File: src/rtl/message_counter_multilane.sv
// message_counter_multilane: emits LANES consecutive {counter, region} messages per valid/ready transfer.
// Define MSGCNT_LIMIT_EN to expose count_limit; otherwise the counter always runs its full range.
module message_counter_multilane #(
    parameter int W     = 64,
    parameter int N     = 16,
    parameter int LANES = 4
) (
    input  logic                 clk,
    input  logic                 rst_n,
    input  logic                 start,
    input  logic                 clear,
    input  logic [N-1:0]         region_select,
`ifdef MSGCNT_LIMIT_EN
    input  logic [W-N-1:0]       count_limit,
`endif
    output logic                 out_valid,
    input  logic                 out_ready,
    output logic [LANES*W-1:0]   messages,
    output logic [LANES-1:0]     lane_valid,
    output logic [W-N-1:0]       base,
    output logic                 done
);

    localparam int CW  = W - N;
    localparam int CW1 = CW + 1;
    localparam logic [CW:0]   LAST_OFFSET = CW1'(LANES - 1);
    localparam logic [CW-1:0] STEP        = CW'(LANES);

    typedef enum logic [1:0] {
        IDLE,
        RUN,
        DONE
    } state_t;

    state_t        state;
    state_t        state_next;
    logic [CW-1:0] base_reg;
    logic [CW-1:0] base_next;
    logic [N-1:0]  region_reg;
    logic [N-1:0]  region_next;
    logic [CW-1:0] limit_reg;
    logic          last_batch;

    // One extra bit so a limit of all ones never wraps the comparison.
    assign last_batch = (({1'b0, base_reg} + LAST_OFFSET) >= {1'b0, limit_reg});

    always_ff @(posedge clk or negedge rst_n) begin
        if (!rst_n) begin
            state      <= IDLE;
            base_reg   <= '0;
            region_reg <= '0;
        end else begin
            state      <= state_next;
            base_reg   <= base_next;
            region_reg <= region_next;
        end
    end

`ifdef MSGCNT_LIMIT_EN
    logic [CW-1:0] limit_next;

    always_ff @(posedge clk or negedge rst_n) begin
        if (!rst_n) begin
            limit_reg <= '0;
        end else begin
            limit_reg <= limit_next;
        end
    end
`else
    assign limit_reg = '1;
`endif

    always_comb begin
        state_next  = state;
        base_next   = base_reg;
        region_next = region_reg;
`ifdef MSGCNT_LIMIT_EN
        limit_next  = limit_reg;
`endif
        if (clear) begin
            state_next = IDLE;
            base_next  = '0;
        end else begin
            case (state)
                IDLE: begin
                    if (start) begin
                        state_next  = RUN;
                        base_next   = '0;
                        region_next = region_select;
`ifdef MSGCNT_LIMIT_EN
                        limit_next  = count_limit;
`endif
                    end
                end
                RUN: begin
                    if (out_ready) begin
                        if (last_batch) begin
                            state_next = DONE;
                        end else begin
                            base_next = base_reg + STEP;
                        end
                    end
                end
                DONE: begin
                    state_next = DONE;
                end
                default: begin
                    state_next = IDLE;
                end
            endcase
        end
    end

    assign out_valid = (state == RUN);
    assign done      = (state == DONE);
    assign base      = base_reg;

    // Messages are zeroed outside RUN so the bus is quiet while idle or done.
    for (genvar i = 0; i < LANES; i++) begin : g_lane
        logic [CW:0] lane_count;

        assign lane_count            = {1'b0, base_reg} + CW1'(i);
        assign messages[i*W +: W]    = out_valid ? {lane_count[CW-1:0], region_reg} : '0;
        assign lane_valid[i]         = out_valid && (lane_count <= {1'b0, limit_reg});
    end

endmodule

File: config.mk
export PLATFORM = sky130hd
export DESIGN_NAME = message_counter_multilane
export DESIGN_NICKNAME = d
export VERILOG_FILES = /design/src/rtl/message_counter_multilane.sv
export SDC_FILE = /design/constraint.sdc
export NUM_CORES = 1
export LEC_CHECK = 0
export ABC_AREA = 1
export CORE_AREA = 2 2 128 130
export DETAILED_ROUTE_END_ITERATION = 8
export DIE_AREA = 0 0 130 132
export GPL_TIMING_DRIVEN = 0
export PLACE_DENSITY = 0.74
export REMOVE_ABC_BUFFERS = 1
export SLEW_MARGIN = 20
export SYNTH_ARGS = -nofsm -noshare
export SYNTH_HDL_FRONTEND = slang
export SYNTH_SLANG_ARGS = --single-unit
File: constraint.sdc
create_clock -name clk -period 2.96 [get_ports clk]
set_input_delay 0.888 -clock clk [delete_from_list [all_inputs] [get_ports clk]]
set_output_delay 0.888 -clock clk [all_outputs]
set_load 0.02 [all_outputs]
---- Yosys cells after proc, flatten, opt, wreduce, memory -nomap -nowiden ----
Cells that the tools add are included.
storage, ports and cells
  register bits after elaboration ......... 66
  input bits .............................. 21
  word-level logic and storage cells ...... 42
  output and inout port bits .............. 310
cells by class
  $add $sub $neg .......................... 4
  multiplexer cells ....................... 14
  bitwise gates (word level) .............. 1
  eq/ne operators ......................... 6
  magnitude comparators ................... 5
  reduce and logical (&&, ||, !) cells .... 9
operator list
  operator                                                                                count
  64-bit two-way mux                                                                      4
  48-bit two-way mux                                                                      4
  49-bit by 48-bit less-or-equal comparator with 1-bit output (second input constant)     3
  48-bit by 2-bit adder with 49-bit output (second input constant)                        2
  48-bit one-hot mux with 2 select lines                                                  1
  48-bit by 1-bit adder with 49-bit output (second input constant)                        1
  49-bit by 48-bit greater-or-equal comparator with 1-bit output (second input constant)  1
  48-bit by 3-bit adder with 48-bit output (second input constant)                        1
  48-bit less-or-equal comparator (second input constant)                                 1
  2-bit two-way mux                                                                       4
  3-bit by 2-bit inequality test with 1-bit output (second input constant)                2
  3-bit inequality test (second input constant)                                           2
  2-bit one-hot mux with 3 select lines                                                   1
  3-bit AND reduction                                                                     2
  1-bit logical AND                                                                       4
  4-bit AND reduction                                                                     1
  3-bit nonzero test                                                                      1
  2-bit by 1-bit == test with 1-bit output (second input constant)                        1
  2-bit == test (second input constant)                                                   1
  2-bit logical NOT                                                                       1
  1-bit NOT                                                                               1

---- Logic depth before layout (Yosys ltp) ----
  word-level depth ........................ 6
  depth in mapped cells ................... 12
  depth with buffers taken out ............ 11

---- Worst setup path before layout ----
Ideal clock, no wire load.
  kind .................................... flip-flop to output port
  start ................................... register state[1]
  end ..................................... output messages[243]
  arrival ................................. 1921 ps
  cell stages (with the launch flop) ...... 8
  required time ........................... 2072 ps
  buffers on the path ..................... 3
  setup slack ............................. 151 ps
  cells stage by stage .................... dfrtp_1 -> inv_1 -> ha_1 -> clkbuf_1 -> clkbuf_1 -> nand2_1 -> inv_1 -> buf_4
on the way
  cells in the longest elaborated chain, start to end .. 2
ends and longest elaborated chain
  what                                      line  source
  start: declaration                        35    state_t state;
  start signal: assignment                  53    state <= state_next;
  2-bit by 1-bit == test with 1-bit output  114   assign out_valid = (state == RUN);
  named net out_valid                       16    output logic out_valid,
  64-bit two-way mux                        123   assign messages[i*W +: W] = out_valid ? {lane_count[CW-1:0], region_reg} : '0;
  end: declaration                          18    output logic [LANES*W-1:0] messages,
The timed path passes the listed nets, and every way through them passes these cells.

---- Final worst setup path ----
  start ................................... register state[1]
  end ..................................... output messages[209]
on the way
  cells in the longest elaborated chain, start to end .. 2
ends and longest elaborated chain
  what                                      line
  2-bit by 1-bit == test with 1-bit output  114
  64-bit two-way mux                        123
No other way between the ends.

==> results <==
[worst min path at each step]
stage / cells after the start / endpoint / slack, ps / from
2_1_floorplan: 2 / state[1] / 480 / state[1]
3_3_place_gp: 1 / region_reg[5] / 490 / region_reg[5]
3_5_place_dp: 1 / region_reg[15] / 500 / region_reg[15]
4_1_cts: 1 / base[23] / 500 / rst_n
5_1_grt: 1 / base[17] / 510 / rst_n
6_report: 1 / base[23] / 490 / rst_n
[layout by cell type, fill, tap and decap left out, drive strengths merged]
cell type / count
dlygate4sd2: 205
dfrtp: 64
xor2: 9
clkdlybuf4s50: 74
o22ai: 1
clkinvlp: 4
o21bai: 1
nand3: 47
nand4: 15
clkdlybuf4s15: 1
dlymetal6s2s: 42
o21ai: 7
conb: 6
a21boi: 1
nand2: 314
ha: 5
o31ai: 1
mux2: 16
a21oi: 8
bufinv: 2
clkinv: 3
clkbuf: 9
buf: 15
nor2: 108
xnor2: 11
inv: 189
[power groups by stage]
stage	clock network (mW)	logic [mW]	registers (mW)
finish	1.16	2.44	1.08
global placement	0	2.38	1.09
CTS	1.18	2.43	1.08
floorplan	0	1.26	1.08
detailed placement	0	2.44	1.10
global route	1.22	2.59	1.10
[what timing repair did]
item | in CTS | in global routing
gates resized for setup | 220 | 46
setup endpoints to repair | 299 | 50
pin swaps | 0 | 2
gates cloned | 1 | 1
setup buffers | 11 | 0
hold endpoints to repair | 0 | 0
hold buffers | 0 | 0
[per-stage QoR]
step / utilization / TNS (ps) / setup WS, ps
2_1_floorplan: - / -423630 / -2245
3_3_place_gp: 0.5352 / -600730 / -2816
3_5_place_dp: 0.5384 / -47480 / -994.2
4_1_cts: 0.5506 / 0 / 0.2611
5_1_grt: 0.5583 / 0 / 8.023
6_report: 0.5583 / 0 / 104.2
[final cells by class]
type / instances / share of cell area
Clock inverter: 7 / 0.01084
Sequential cell: 64 / 0.1830
Multi-Input combinational cell: 550 / 0.3000
Tap cell: 216 / 0.03081
Inverter: 190 / 0.08216
Clock buffer: 9 / 0.02567
Timing Repair Buffer: 337 / 0.3667
Timing Repair inverter: 1 / 0.0008558
[metal layers]
layer,GRT usage,vias to the layer above,part of all wire
li1,-,3062,-
met2,0.4087,289,0.51
met5,0,-,0
met3,0.03856,30,0.078
met4,0.08184,0,0.022
met1,0.2566,2783,0.39
[worst max-delay path, cell delays in order, from the launching register on]
cell             delay [ps]
dfrtp_1                 400
inv_1                   150
ha_4                    200
buf_12                  200
clkdlybuf4s50_1         640
[logic make-up after synthesis]
family	after synthesis	share of synthesized area
mux	16	0.03090
fa+ha+maj	5	0.01073
xor+xnor	20	0.03004
compound gates	19	0.01846
other cells	1	0.0006432
flops	64	0.2747
simple gates	483	0.3487
buf+inv	323	0.2858
==> impl_metrics.py <==
metrics = {
    "worst_setup_path": {
        "crit_start": "state[1]",
        "r2r_start": "state[1]",
        "start_kind": "flip-flop",
        "crit_end": "messages[209]",
        "r2r-end": "base[9]",
        "worstPathRequired_ps": 2070,
        "arrival_ps": 1970,
        "worst-path-max-fanout": 35,
        "rrSetupSlack_ps": 350,
        "crit_path_end_kind": "output pin",
        "path_class": "reg -> out",
        "reg2regPathDepth": 12,
    },
    "sta": {
        "hold_viol": 0,
        "slew_viol_final": 0,
        "rsz0062_at_grt": "false",
        "finalSetupViolCount": 0,
        "tightest_slew_ps": 854.8,
        "fin_crit_ps": 2856,
        "whs_ps": 485.0,
        "post-route-period-util": 0.9648,
        "fmax_ghz": 0.3502,
        "slew_headroom": 0.4285,
        "skew_ps": 8.164,
    },
    "placement": {
        "dpl.cell_count": 1345,
        "place_area_um2": 8459,
        "port_buffers": 324,
        "place_hpwl_mm": 14.76,
        "gp_congestion": 0.9122,
    },
    "finish": {
        "area_growth_pct": 50.45,
        "diodes": 0,
        "layout.nets": 1179,
        "largest_register_ffs": 46,
        "fillCellCount": 1540,
        "design_area_um2": 8772,
        "final-seq-area_um2": 1605,
        "drive_above_1_share": 0.07686,
        "final_cells": 1374,
        "multi_input_area_um2": 2631,
    },
    "cts": {
        "cts_root_buf": "clkbuf_16",
        "insertion_delay_ps": 340,
        "htreeDepth": 3,
        "numCtsBuffers": 9,
        "clock_sinks": 64,
        "clockBufferDepth": 2,
        "cts_tree": "built",
        "cts.clk_slew.worst_paths_ps": 60,
    },
    "synthesis": {
        "synth_seq_cells": 64,
        "synth-main-ff-cell": "dfrtp_1",
        "syn_area_um2": 5831,
        "synth_cell_types": 31,
        "syn_inst": 931,
        "synth_edf_count": 0,
        "synthTopCellsByArea": "dfrtp_1 27%, nand2_1 19%, buf_4 14%, inv_1 12%, nor2_1 6.2%",
        "synth.avg_cell_area_um2": 6.263,
        "yosysSeqAreaShare": 0.2747,
        "yosysTopAreaCellShare": 0.2747,
        "synth_most_common_cell": "nand2_1",
        "yosysWarnings": 0,
        "synth_async_sr_flop_share": 1.000,
        "yosysTopAreaCell": "dfrtp_1",
        "synth.cells.most_frequent": "297 x nand2_1, 190 x inv_1, 110 x buf_4, 97 x nor2_1, 64 x dfrtp_1",
    },
    "global_route": {
        "grt_max_degree": 47,
        "antenna_found_initial": 0,
        "overflow": 0,
        "grt_usage": 0.2234,
        "grt_pass1_vias": 5788,
        "grt_pass1_wl_mm": 29.90,
    },
    "detailed_routing": {
        "ant_nets": 0,
        "wl_per_cell_um": 14.43,
        "drt_iter0_markers": 336,
        "drcViolationCount": 0,
        "num_vias": 6164,
        "totalWireLength_mm": 19.83,
        "viasPerCell": 4.486,
        "first_pass_iters": 5,
    },
    "floorplan": {
        "die_x_um": 130,
        "row_count": 46,
        "io_pins": 331,
        "die_h_um": 132,
        "fp.dieArea_um2": 17160,
        "core_area_um2": 15710,
        "start_util": 0.3711,
    },
    "power_and_ir_drop": {
        "leakage_nw": 6.506,
        "p_clk_frac": 0.248,
        "switchingPower_mw": 2.098,
        "p_per_area_nw_per_um2": 534.5,
        "ir_worst_vdd_mv": 0.4484,
        "swShare": 0.4474,
        "seq_power_share": 0.231,
        "total_power_mw": 4.689,
        "comb_power_share": 0.521,
        "intPower_mw": 2.591,
    },
    "run": {
        "maxCapViolations": 0,
    },
    "outcome": {
        "outcome": "finished clean",
    },
    "hold_path": {
        "hold_path_class": "in -> async",
    },
}
(Power assumes the default switching activity.)
